--- src/rtl/shot_sequencer.sv ---
// shot_sequencer: run controller for the optical sync-pulse chain.
// Arms on a start edge, fires the chain a locked number of times at a minimum spacing, and flags a stalled chain.
module shot_sequencer #(
  parameter int unsigned CNT_W   = 24,
  parameter int unsigned REP_W   = 8,
  parameter int unsigned ARM_CYC = 2
) (
  input  logic             clk,
  input  logic             rst_n,
  input  logic             btn_start,
  input  logic             pc_start,
  input  logic             abort,
  input  logic             cfg_valid,
  input  logic [REP_W-1:0] cfg_repeat,
  input  logic [CNT_W-1:0] cfg_period,
  input  logic [CNT_W-1:0] cfg_timeout,
  input  logic             end_flg,
  output logic             fire,
  output logic             busy,
  output logic             cfg_lock,
  output logic             done,
  output logic             start_rej,
  output logic             err_timeout,
  output logic [REP_W-1:0] shot_cnt
);

  localparam int unsigned ARM_W = (ARM_CYC > 1) ? $clog2(ARM_CYC) : 1;
  localparam logic [ARM_W-1:0] ARM_LOAD = ARM_W'(ARM_CYC - 1);

  typedef enum logic [2:0] {
    S_IDLE     = 3'd0,
    S_ARM      = 3'd1,
    S_FIRE     = 3'd2,
    S_WAIT_END = 3'd3,
    S_GAP      = 3'd4,
    S_ERR      = 3'd5
  } state_e;

  state_e state_q, state_d;

  logic btn_prev_q, btn_prev_d;
  logic pc_prev_q, pc_prev_d;
  logic end_prev_q, end_prev_d;

  logic             fire_q, fire_d;
  logic             busy_q, busy_d;
  logic             cfg_lock_q, cfg_lock_d;
  logic             done_q, done_d;
  logic             start_rej_q, start_rej_d;
  logic             err_timeout_q, err_timeout_d;
  logic [REP_W-1:0] shot_cnt_q, shot_cnt_d;

  logic [REP_W-1:0] sh_repeat_q, sh_repeat_d;
  logic [CNT_W-1:0] sh_period_q, sh_period_d;
  logic [CNT_W-1:0] sh_timeout_q, sh_timeout_d;
  logic [ARM_W-1:0] arm_cnt_q, arm_cnt_d;
  logic [CNT_W-1:0] per_cnt_q, per_cnt_d;
  logic [CNT_W-1:0] tmo_cnt_q, tmo_cnt_d;

  logic             start_req;
  logic             end_edge;
  logic             cfg_ok;
  logic             gap_ok;
  logic             tmo_hit;
  logic             last_shot;
  logic [CNT_W-1:0] per_load;

  // Request/end edge detection and run-decision terms.
  always_comb begin
    start_req = (btn_start & ~btn_prev_q) | (pc_start & ~pc_prev_q);
    end_edge  = end_flg & ~end_prev_q;
    cfg_ok    = cfg_valid && (cfg_repeat != '0);
    gap_ok    = (per_cnt_q == '0);
    tmo_hit   = (sh_timeout_q != '0) && (tmo_cnt_q == CNT_W'(1));
    last_shot = (shot_cnt_q == sh_repeat_q);
  end

  // Period counter is loaded two short of the period: the FIRE state precedes
  // the registered fire pulse by one cycle, and spacing never drops below 2.
  always_comb begin
    per_load = '0;
    if (sh_period_q >= CNT_W'(2)) begin
      per_load = sh_period_q - CNT_W'(2);
    end
  end

  // State register.
  always_ff @(posedge clk or negedge rst_n) begin
    if (!rst_n) begin
      state_q <= S_IDLE;
    end else begin
      state_q <= state_d;
    end
  end

  // Next-state logic; abort overrides everything.
  always_comb begin
    state_d = state_q;
    if (abort) begin
      state_d = S_IDLE;
    end else begin
      case (state_q)
        S_IDLE: begin
          if (start_req && cfg_ok) begin
            state_d = S_ARM;
          end
        end
        S_ARM: begin
          if (arm_cnt_q == '0) begin
            state_d = S_FIRE;
          end
        end
        S_FIRE: begin
          state_d = S_WAIT_END;
        end
        S_WAIT_END: begin
          if (end_edge) begin
            if (last_shot) begin
              state_d = S_IDLE;
            end else if (gap_ok) begin
              state_d = S_FIRE;
            end else begin
              state_d = S_GAP;
            end
          end else if (tmo_hit) begin
            state_d = S_ERR;
          end
        end
        S_GAP: begin
          if (gap_ok) begin
            state_d = S_FIRE;
          end
        end
        S_ERR: begin
          state_d = S_ERR;
        end
        default: begin
          state_d = S_IDLE;
        end
      endcase
    end
  end

  // Output and datapath next values.
  always_comb begin
    btn_prev_d    = btn_start;
    pc_prev_d     = pc_start;
    end_prev_d    = end_flg;
    fire_d        = 1'b0;
    done_d        = 1'b0;
    start_rej_d   = 1'b0;
    busy_d        = busy_q;
    cfg_lock_d    = cfg_lock_q;
    err_timeout_d = err_timeout_q;
    shot_cnt_d    = shot_cnt_q;
    sh_repeat_d   = sh_repeat_q;
    sh_period_d   = sh_period_q;
    sh_timeout_d  = sh_timeout_q;
    arm_cnt_d     = arm_cnt_q;
    per_cnt_d     = (per_cnt_q != '0) ? (per_cnt_q - CNT_W'(1)) : '0;
    tmo_cnt_d     = (tmo_cnt_q != '0) ? (tmo_cnt_q - CNT_W'(1)) : '0;

    if (abort) begin
      busy_d        = 1'b0;
      cfg_lock_d    = 1'b0;
      err_timeout_d = 1'b0;
    end else begin
      case (state_q)
        S_IDLE: begin
          if (start_req) begin
            if (cfg_ok) begin
              sh_repeat_d  = cfg_repeat;
              sh_period_d  = cfg_period;
              sh_timeout_d = cfg_timeout;
              shot_cnt_d   = '0;
              busy_d       = 1'b1;
              cfg_lock_d   = 1'b1;
              arm_cnt_d    = ARM_LOAD;
            end else begin
              start_rej_d = 1'b1;
            end
          end
        end
        S_ARM: begin
          if (arm_cnt_q != '0) begin
            arm_cnt_d = arm_cnt_q - ARM_W'(1);
          end
        end
        S_FIRE: begin
          fire_d     = 1'b1;
          shot_cnt_d = shot_cnt_q + REP_W'(1);
          per_cnt_d  = per_load;
          tmo_cnt_d  = sh_timeout_q;
        end
        S_WAIT_END: begin
          if (end_edge) begin
            if (last_shot) begin
              done_d     = 1'b1;
              busy_d     = 1'b0;
              cfg_lock_d = 1'b0;
            end
          end else if (tmo_hit) begin
            err_timeout_d = 1'b1;
            busy_d        = 1'b0;
            cfg_lock_d    = 1'b0;
          end
        end
        default: begin
        end
      endcase
    end
  end

  // Output and datapath registers; previous samples reset high to mask levels present at reset release.
  always_ff @(posedge clk or negedge rst_n) begin
    if (!rst_n) begin
      btn_prev_q    <= 1'b1;
      pc_prev_q     <= 1'b1;
      end_prev_q    <= 1'b1;
      fire_q        <= 1'b0;
      busy_q        <= 1'b0;
      cfg_lock_q    <= 1'b0;
      done_q        <= 1'b0;
      start_rej_q   <= 1'b0;
      err_timeout_q <= 1'b0;
      shot_cnt_q    <= '0;
      sh_repeat_q   <= '0;
      sh_period_q   <= '0;
      sh_timeout_q  <= '0;
      arm_cnt_q     <= '0;
      per_cnt_q     <= '0;
      tmo_cnt_q     <= '0;
    end else begin
      btn_prev_q    <= btn_prev_d;
      pc_prev_q     <= pc_prev_d;
      end_prev_q    <= end_prev_d;
      fire_q        <= fire_d;
      busy_q        <= busy_d;
      cfg_lock_q    <= cfg_lock_d;
      done_q        <= done_d;
      start_rej_q   <= start_rej_d;
      err_timeout_q <= err_timeout_d;
      shot_cnt_q    <= shot_cnt_d;
      sh_repeat_q   <= sh_repeat_d;
      sh_period_q   <= sh_period_d;
      sh_timeout_q  <= sh_timeout_d;
      arm_cnt_q     <= arm_cnt_d;
      per_cnt_q     <= per_cnt_d;
      tmo_cnt_q     <= tmo_cnt_d;
    end
  end

  assign fire        = fire_q;
  assign busy        = busy_q;
  assign cfg_lock    = cfg_lock_q;
  assign done        = done_q;
  assign start_rej   = start_rej_q;
  assign err_timeout = err_timeout_q;
  assign shot_cnt    = shot_cnt_q;

endmodule

--- config.mk ---
export PLATFORM = sky130hd
export DESIGN_NAME = shot_sequencer
export DESIGN_NICKNAME = d
export VERILOG_FILES = /design/src/rtl/shot_sequencer.sv
export SDC_FILE = /design/constraint.sdc
export NUM_CORES = 1
export LEC_CHECK = 0
export ABC_AREA = 1
export BUFFER_PORTS_ARGS = -buffer_cell sky130_fd_sc_hd__buf_2
export CAP_MARGIN = 15
export CORE_ASPECT_RATIO = 1.4
export CORE_MARGIN = 2
export CORE_UTILIZATION = 61
export CTS_BUF_LIST = sky130_fd_sc_hd__clkbuf_4 sky130_fd_sc_hd__clkbuf_8
export CTS_CLUSTER_DIAMETER = 200
export DETAILED_ROUTE_END_ITERATION = 6
export PLACE_DENSITY = 0.83
export SLEW_MARGIN = 30
export SYNTH_ARGS = -nofsm -noshare
export SYNTH_HDL_FRONTEND = slang
export SYNTH_SLANG_ARGS = --single-unit
--- constraint.sdc ---
create_clock -name clk -period 1.66 [get_ports clk]
set_input_delay 0.249 -clock clk [delete_from_list [all_inputs] [get_ports clk]]
set_output_delay 0.249 -clock clk [all_outputs]
set_load 0.05 [all_outputs]
==> metrics.md, run 1 <==
| Metric | Value |
|---|---|
| Status | finished, final reports clean |
| Critical path type | reg -> reg |
| Iteration-0 DRC Markers | 407 |
| Core area | 11300 µm² |
| Most used cell, CP | nor2_4 |
| Gpl congestion | 0.905 |
| Vias per inst | 5.36 |
| Setup violators final | 0 |
| Mapped Area | 7020 µm² |
| Buffers & Inverters on Critical Path | 1 |
| Final Hold Viols | 0 |
| RSZ-0062 raised after global routing | true |
| Post-synth EDFFs | 0 |
| FF-to-FF path depth | 9 |
| Ys Warns | 0 |
| Worst Hold Slack | 0.0339 ns |
| Fill cells | 818 |
| Worst hold path stage count | 3 |
| Largest area contributor in the netlist | dfrtp_1 |
| Post-Route WL | 17400 µm |
| Multi-input logic area | 3510 µm² |
| Fin nets | 1070 |
| IO buf count | 76 |
| Sequential area share after synthesis | 0.443 |
| Critical path startpoint category | register |
| Num CTS Buffers | 17 |
| Clk_lat worst skew | 0.44 ns |
| Drc violations | 0 |
| CTS max path bufs | 2 |
| Starting Density | 0.622 |
| Cell row count | 46 |
| Avg Inst Size Synth | 8.10 µm² |
| Crit-path cells | nor2_4 -> nand2_4 -> nor2_4 -> nand4_1 -> nand2_2 -> buf_12 -> a21oi_1 -> o21ai_0 -> nand2_1 |
| H-tree depth | 4 |
| Area Growth Syn to Fin | 22.3% |
| Worst-path fanout max | 16 |
| DRT Pass-1 Iters | 5 |
| Levels on crit path | 9 |
| Worst Hold Class | in -> reg |
| Die area | 12400 µm² |
| CP endpoint kind | register |
| Height of the die | 131 µm |
| Fin crit share | 0.998 |
| Share of cells above drive strength 1 | 0.284 |
| Synthesized instance count | 866 |
| Ports | 77 |
| Initial antenna violation count | 0 |
| Slew at the pin closest to its max-slew limit | 0.374 ns |
| VDD IR max | 1.27 mV |
| First-pass GRT wire length | 26500 µm |
| Synth cell count leaders | nand2_1 (153), dfrtp_1 (121), inv_1 (107) |
| WP data arrival | 1.98 ns |
| CTS tree | yes |
| Register bit total from synthesis | 124 |
| Vias in the first global route | 5937 |
| Fin Setup TNS | 0 ns |
| GR Util All Layers | 0.274 |
| Slew Viols, Final | 0 |
| FF+latch area | 3110 µm² |
| Worst stage delay on the critical path | 0.44 ns |
| CTS Sinks | 124 |
| Remaining antenna violation count | 0 |
| Ant. Diodes | 0 |
| HPWL after detailed placement | 11700 µm |
| Peak Freq | 0.604 GHz |
| Clock Tree Root | clkbuf_8 |
| Most common cell in the netlist | nand2_1 |
| CP max-delay cell | dfrtp_2 |
| Power Dens Cells | 1640 nW/µm² |
| Top FF cell, synth | dfrtp_1 |
| Async SR Flop Fraction | 1.00 |
| Rel. slew slack | 0.749 |
| DR WL/cell | 15.0 µm |
| Synth top area share | 0.432 |
| Worst clock skew | 0.0120 ns |
| Synth top area cells | dfrtp_1 (43%), nand2_1 (8.2%), inv_1 (5.7%) |
| Crit path time final | 1.66 ns |
| Remaining Overflow, GRT | 0 |
| Syn nets | 936 |
| Max Cap Viol | 0 |
| Reg clk slew, reported paths | 0.08 ns |
| Cell family with most CP delay | simple AND/OR/NAND/NOR gates |
| Largest net degree at the start of global routing | 58 |
| Unique masters post-synth | 44 |
| Critical Path RT | 1.98 ns |
| Leak pwr | 4.18 nW |
| Vias | 6206 |
| Die Wd | 94.6 µm |
[state kept, by name, summed over array words and instances, names as in the netlist]
register / cells
done: 1
btn_prev_q: 1
start_rej: 1
sh_period_q: 24
fire: 1
arm_cnt_q: 1
shot_cnt: 8
cfg_lock: 1
pc_prev_q: 1
per_cnt_q: 24
err_timeout: 1
sh_timeout_q: 24
tmo_cnt_q: 24
state_q: 3
end_prev_q: 1
sh_repeat_q: 8
[timing repair]
| action | CTS | global route |
|---|---|---|
| setup buffers | 1 | 19 |
| resized for setup | 4 | 50 |
| gates cloned | 0 | 2 |
| endpoints found under the hold margin | 21 | 0 |
| endpoints found under the setup margin | 4 | 98 |
| hold buffers | 4 | 0 |
| pin swaps | 1 | 27 |
[routing by layer]
metal / vias up / wire, µm / track usage
li1: 3043 / - / -
met5: - / 0 / 0
met2: 188 / 9630 / 0.507
met4: 0 / 526 / 0.105
met1: 2933 / 6510 / 0.302
met3: 42 / 751 / 0.0619
[area by class of cell]
| type | count | share of cell area |
|---|---|---|
| clock buffer | 22 | 0.0345 |
| clock inverter | 10 | 0.0133 |
| inverter | 118 | 0.0516 |
| multi-input combinational | 604 | 0.409 |
| sequential | 124 | 0.363 |
| tap | 144 | 0.0210 |
| timing repair buffer | 135 | 0.108 |
[metrics by stage]
stage,utilization,worst slack (ns),area [µm²],instances,power (mW)
final,0.761,0.00303,8580,1157,14.1
after global routing,0.761,-0.0866,8580,1157,15.1
after CTS,0.730,-0.000641,8230,1136,13.3
after detailed placement,0.688,0.00376,7760,1099,10.5
after global placement,0.688,0.0423,7760,1099,10.4
after floorplan,-,0.0503,7020,866,9.12
[power by group]
| group | switching [mW] | internal, mW | leakage [nW] |
|---|---|---|---|
| clock | 1.20 | 1.50 | 0.200 |
| combinational | 3.39 | 2.36 | 2.46 |
| sequential | 1.30 | 4.33 | 1.52 |
| total | 5.89 | 8.20 | 4.18 |
[cells in the final DEF, fill, tap and decap left out, drive strengths merged, types with 3 or more instances in the layout]
master       instances
nor2               135
buf                130
dlygate4sd3          4
o21ai               84
nand2              172
ha                   7
o22ai               17
or2                  3
a21oi               29
nand4               10
dfrtp              121
clkbuf              23
clkinv               4
xnor2               21
xor2                34
inv                118
nor3                16
dfstp                3
clkinvlp             4
o21bai               3
nand3               63
nand3b               4
[worst paths after layout]
check	end	slack [ns]	from
max in group asynchronous	end_prev_q$_DFF_PN1_	0.78	rst_n
min in group asynchronous	sh_timeout_q[12]$_DFFE_PN0P_	0.25	rst_n
worst min register to register	cfg_lock$_DFFE_PN0P_	0.49	cfg_lock$_DFFE_PN0P_
worst min-delay path	sh_period_q[6]$_DFFE_PN0P_	0.03	cfg_period[6]
worst max register to register	tmo_cnt_q[10]$_DFF_PN0_	0.003	tmo_cnt_q[8]$_DFF_PN0_
worst max-delay path	tmo_cnt_q[10]$_DFF_PN0_	0.003	tmo_cnt_q[8]$_DFF_PN0_
[tightest hold or removal path, delay by kind of cell]
kind	cells	cell delay [ns]
buf+inv	2	0.13
compound gates	1	0.06
[logic make-up (layout without fill, tap and decap cells)]
family,Yosys count,in the layout,synth area share
adder cells (fa/ha/maj),7,7,0.0125
XOR/XNOR,55,55,0.0687
AO/OA/AOI/OAI,138,138,0.110
AND/OR/NAND/NOR,403,404,0.282
flip-flops,124,124,0.443
buffers and inverters,139,285,0.0842
(Power assumes the default switching activity.)
==> run 2: changes to the inputs <==
--- a/config.mk
+++ b/config.mk
@@ -10,11 +10,10 @@
 export CAP_MARGIN = 15
 export CORE_ASPECT_RATIO = 1.4
 export CORE_MARGIN = 2
-export CORE_UTILIZATION = 61
+export CORE_UTILIZATION = 34
 export CTS_BUF_LIST = sky130_fd_sc_hd__clkbuf_4 sky130_fd_sc_hd__clkbuf_8
 export CTS_CLUSTER_DIAMETER = 200
 export DETAILED_ROUTE_END_ITERATION = 6
-export PLACE_DENSITY = 0.83
 export SLEW_MARGIN = 30
 export SYNTH_ARGS = -nofsm -noshare
 export SYNTH_HDL_FRONTEND = slang
==> run 2 against run 1 <==
Wire length up 0.64%. Sequential power shrank 1%. Cell count grew 13%. Largest power group unchanged. Sequential share of layout area fell by 2.0 points. Non-clock buffer count increased by 39. Die area up 76%. Hold slack improved by 0.0017 ns. Critical path type unchanged. Cell area up 5.9%.
==> metrics.md, run 2 (same netlist as run 1, synthesis figures left out) <==
| Metric | Value |
|---|---|
| Remaining antenna violation count | 0 |
| Worst stage delay on the critical path | 0.40 ns |
| Critical path type | reg -> reg |
| CP startpoint | sh_period_q[3]$_DFFE_PN0P_ |
| Fin Setup TNS | 0 ns |
| Fin nets | 1108 |
| Worst-path fanout max | 3 |
| Max Cap Viol | 0 |
| Vias in the first global route | 6154 |
| Crit-path cells | nor2_2 -> nand2_2 -> nor2_4 -> nand2_2 -> nor2_4 -> nand2_2 -> buf_4 -> xor2_1 -> o21ai_1 |
| Starting Density | 0.344 |
| Share of cells above drive strength 1 | 0.305 |
| HPWL after detailed placement | 13100 µm |
| Slew Viols, Final | 0 |
| Vias per inst | 4.66 |
| CTS max path bufs | 2 |
| Reg clk slew, reported paths | 0.08 ns |
| Leading cell type in the layout, fill and taps excluded | nand2_1 |
| Final instance area | 9090 µm² |
| Initial antenna violation count | 0 |
| Drc violations | 0 |
| Worst clock skew | 0.0166 ns |
| H-tree depth | 4 |
| Final Hold Viols | 0 |
| Die Wd | 125 µm |
| Critical path startpoint category | register |
| GR Util All Layers | 0.166 |
| Vias | 6089 |
| Setup violators final | 0 |
| Gpl congestion | 0.862 |
| Final WS setup | 0.0563 ns |
| Iteration-0 DRC Markers | 282 |
| Fill cells | 2008 |
| Leak pwr | 4.35 nW |
| WP data arrival | 1.94 ns |
| Peak Freq | 0.624 GHz |
| Die area | 21800 µm² |
| Fin crit share | 0.966 |
| CTS Sinks | 124 |
| Core area | 20400 µm² |
| Ports | 77 |
| DR WL/cell | 13.4 µm |
| Largest net degree at the start of global routing | 38 |
| Worst Hold Slack | 0.0356 ns |
| Area Growth Syn to Fin | 29.6% |
| CP max-delay cell | dfrtp_1 |
| Remaining Overflow, GRT | 0 |
| IO buf count | 76 |
| Status | finished, final reports clean |
| Finished Layout Cells | 1307 |
| Ant. Diodes | 0 |
| Num CTS Buffers | 17 |
| Setup WS pre-CTS | -0.00869 ns |
| CTS tree | yes |
| Clock Tree Root | clkbuf_8 |
| Final core occ | 0.446 |
| Placed insts | 1239 |
| CP endpoint kind | register |
| Power Dens Cells | 1570 nW/µm² |
| VDD IR max | 0.680 mV |
| First-pass GRT wire length | 29100 µm |
| Commonest non-fill, non-tap cells in the layout | nand2_1 (144), dfrtp_1 (117), inv_1 (100) |
| Post-Route WL | 17500 µm |
| Rel. slew slack | 0.684 |
| Slew at the pin closest to its max-slew limit | 0.475 ns |
| RSZ-0062 raised after global routing | true |
| Most used cell, CP | nand2_2 |
| Clk_lat worst skew | 0.45 ns |
| Tot Pwr | 14.3 mW |
| Crit path time final | 1.60 ns |
| Worst Hold Class | in -> reg |
| DRT Pass-1 Iters | 4 |
| Cell row count | 62 |
| Critical Path RT | 2.00 ns |
| Worst r2r src | sh_period_q[3]$_DFFE_PN0P_ |
| Hold_sp | cfg_period[14] |
| Post-DP Area | 8150 µm² |
| Height of the die | 174 µm |
## run 2: changes by cell type in the layout (fill, tap and decap cells not counted), moves of 3 or more
| cell | change |
|---|---|
| buf_12 | +4 |
| dlygate4sd3_1 | +12 |
| buf_4 | +23 |
| nand2_2 | +6 |
| inv_6 | +3 |
| nand2_1 | -4 |
## run 2: final timing paths
check	end	slack (ns)	cells past startpoint
min in group asynchronous	per_cnt_q[3]$_DFF_PN0_	0.28	2
max reg2reg	per_cnt_q[13]$_DFF_PN0_	0.06	9
min reg2reg	sh_period_q[0]$_DFFE_PN0P_	0.49	2
max	per_cnt_q[13]$_DFF_PN0_	0.06	9
max in group asynchronous	btn_prev_q$_DFF_PN1_	0.75	3
min	sh_period_q[14]$_DFFE_PN0P_	0.04	3
## run 2: what timing repair did
action                                  CTS  global route
buffers inserted                          0            20
endpoints found under the hold margin    42             0
hold buffers                             16             0
endpoints found under the setup margin    3           103
pin swaps                                 1            21
gates resized for setup                   1            60
## run 2: report_power, final
group	internal, mW	switching [mW]	total, mW
registers	4.33	1.24	5.56
logic	2.61	3.28	5.88
clock network	1.57	1.30	2.87
## run 2: critical path, delay by kind of cell, from the launching register on
family          cells  cell delay (ns)
flops               1             0.40
simple gates        6             0.73
buf+inv             1             0.14
xor+xnor            1             0.15
compound gates      1             0.07
## run 2: cell type report
type | instances | area, µm² | share of cell area
clock buffers | 19 | 262 | 0.0288
clock inverters | 13 | 164 | 0.0180
inverters | 118 | 443 | 0.0487
multi-input cells | 603 | 3510 | 0.386
flip-flops and latches | 124 | 3110 | 0.342
well taps | 256 | 320 | 0.0352
repair buffers | 174 | 1280 | 0.141
## run 2: routing by layer
layer / GRT usage / share of wire
met1: 0.185 / 0.41
met3: 0.0299 / 0.025
met4: 0.0894 / 0.039
met5: 0 / 0
met2: 0.298 / 0.53
==> run 3: changes to the inputs <==
--- a/config.mk
+++ b/config.mk
@@ -14,6 +14,7 @@
 export CTS_BUF_LIST = sky130_fd_sc_hd__clkbuf_4 sky130_fd_sc_hd__clkbuf_8
 export CTS_CLUSTER_DIAMETER = 200
 export DETAILED_ROUTE_END_ITERATION = 6
+export RECOVER_POWER = 25
 export SLEW_MARGIN = 30
 export SYNTH_ARGS = -nofsm -noshare
 export SYNTH_HDL_FRONTEND = slang
==> run 3 against run 2 <==
Wire length about the same. Flip-flop and latch count unchanged. Cell count unchanged. Largest cell class unchanged. Cell area down 0.19%. Highest routed layer unchanged. Worst setup slack better by 0.0018 ns. Global-route usage unchanged. Sequential share of layout area up 0.066 points. Die area unchanged. Via count about the same. Clock-buffer cell count unchanged.
==> metrics.md, run 3 (same netlist as run 1, synthesis figures left out) <==
| Metric | Value |
|---|---|
| Status | finished, final reports clean |
| Slew at the pin closest to its max-slew limit | 0.865 ns |
| Ports | 77 |
| Drc violations | 0 |
| Die area | 21800 µm² |
| Critical path startpoint category | register |
| Hold_sp | cfg_period[14] |
| Largest net degree at the start of global routing | 38 |
| Initial antenna violation count | 0 |
| Final Hold Viols | 0 |
| Peak Freq | 0.624 GHz |
| Share of cells above drive strength 1 | 0.304 |
| CP endpoint kind | register |
| Hold Path End | sh_period_q[14]$_DFFE_PN0P_ |
| Iteration-0 DRC Markers | 256 |
| Finished Layout Cells | 1307 |
| Core area | 20400 µm² |
| WP data arrival | 1.94 ns |
| Critical path type | reg -> reg |
| Vias | 6093 |
| Die Wd | 125 µm |
| Power Dens Cells | 1580 nW/µm² |
| VDD IR max | 0.680 mV |
| Slew Viols, Final | 0 |
| H-tree depth | 4 |
| Rel. slew slack | 0.423 |
| Final instance area | 9080 µm² |
| Worst-path fanout max | 3 |
| FF-to-FF path depth | 9 |
| Post-DP Area | 8150 µm² |
| Vias per inst | 4.66 |
| CTS max path bufs | 2 |
| Leak pwr | 4.34 nW |
| Post-Route WL | 17500 µm |
| Commonest non-fill, non-tap cells in the layout | nand2_1 (144), dfrtp_1 (117), inv_1 (100) |
| Reg clk slew, reported paths | 0.08 ns |
| Worst hold path stage count | 3 |
| DR WL/cell | 13.4 µm |
| Leading cell type in the layout, fill and taps excluded | nand2_1 |
| Vias in the first global route | 6154 |
| Height of the die | 174 µm |
| GR Util All Layers | 0.166 |
| Starting Density | 0.344 |
| Crit path time final | 1.60 ns |
| Fill cells | 2010 |
| DRT Pass-1 Iters | 4 |
| Clock Tree Root | clkbuf_8 |
| Clk_lat worst skew | 0.45 ns |
| Worst clock skew | 0.0165 ns |
| Ant. Diodes | 0 |
| CTS Sinks | 124 |
| Gpl congestion | 0.862 |
| Cell row count | 62 |
| Worst r2r src | sh_period_q[3]$_DFFE_PN0P_ |
| HPWL after detailed placement | 13100 µm |
| Worst Hold Slack | 0.0358 ns |
| Critical Path RT | 2.00 ns |
| First-pass GRT wire length | 29100 µm |
| Max Cap Viol | 0 |
| Fin crit share | 0.965 |
| Area Growth Syn to Fin | 29.4% |
| Setup violators final | 0 |
| Worst r2r dst | per_cnt_q[13]$_DFF_PN0_ |
| CTS tree | yes |
| Worst R2R Setup Slack | 0.06 ns |
| Num CTS Buffers | 17 |
| Placed insts | 1239 |
| Remaining antenna violation count | 0 |
| RSZ-0062 raised after global routing | true |
| Remaining Overflow, GRT | 0 |
| Worst Hold Class | in -> reg |
| IO buf count | 76 |
| Fin nets | 1108 |
run 3: metrics by stage:
stage	total power [mW]	setup slack [ns]	setup TNS, ns	utilization
final	14.3	0.0581	0	0.445
after global routing	15.5	-0.0460	-0.830	0.445
after detailed placement	11.0	-0.00869	-0.0122	0.399
after CTS	14.0	0.00187	0	0.428
after global placement	10.9	0.00463	0	0.399
after floorplan	9.12	0.0503	0	-
run 3: worst max-delay path by stage:
| stage | startpoint | to | slack, ns | depth (start not counted) |
|---|---|---|---|---|
| after floorplan | shot_cnt[2]$_DFFE_PN0P_ | shot_cnt[7]$_DFFE_PN0P_ | 0.05 | 7 |
| after global placement | sh_period_q[1]$_DFFE_PN0P_ | per_cnt_q[22]$_DFF_PN0_ | 0.005 | 9 |
| after detailed placement | sh_period_q[1]$_DFFE_PN0P_ | per_cnt_q[22]$_DFF_PN0_ | -0.009 | 9 |
| after CTS | sh_period_q[14]$_DFFE_PN0P_ | per_cnt_q[22]$_DFF_PN0_ | 0.002 | 9 |
| after global routing | per_cnt_q[4]$_DFF_PN0_ | state_q[1]$_DFFE_PN0P_ | -0.05 | 8 |
| final | sh_period_q[3]$_DFFE_PN0P_ | per_cnt_q[13]$_DFF_PN0_ | 0.06 | 9 |
run 3: layer usage:
metal,GRT usage,vias to the layer above,wire length (µm)
met1,0.185,2842,7150
met5,0,-,0
met4,0.0894,0,686
met2,0.298,105,9250
met3,0.0299,38,445
li1,-,3108,-
run 3: what timing repair did:
| item | CTS | global route |
|---|---|---|
| gates resized for setup | 1 | 60 |
| buffers inserted | 0 | 20 |
| setup endpoints to repair | 3 | 103 |
| endpoints found under the hold margin | 42 | 0 |
| cloned | 0 | 0 |
| hold buffers | 16 | 0 |
| pin swaps | 1 | 21 |
run 3: final cells by class:
| cell class | instances | area [µm²] | share of cell area |
|---|---|---|---|
| clock inverters | 13 | 164 | 0.0181 |
| inverters | 118 | 443 | 0.0488 |
| clock buffers | 19 | 262 | 0.0288 |
| multi-input cells | 603 | 3510 | 0.387 |
| repair buffers | 174 | 1260 | 0.139 |
| well taps | 256 | 320 | 0.0353 |
| flip-flops and latches | 124 | 3110 | 0.343 |
run 3: report_power, final:
part,total (mW),switching (mW),leakage [nW],internal (mW)
clock network,2.87,1.30,0.213,1.57
registers,5.56,1.24,1.52,4.32
logic,5.88,3.28,2.61,2.60
run 3: critical path, cell delays in order, from the launching register on:
cell	delay, ns
dfrtp_1	0.40
nor2_2	0.15
nand2_2	0.10
nor2_4	0.13
nand2_2	0.09
nor2_4	0.17
nand2_2	0.09
buf_4	0.14
xor2_1	0.15
o21ai_1	0.07
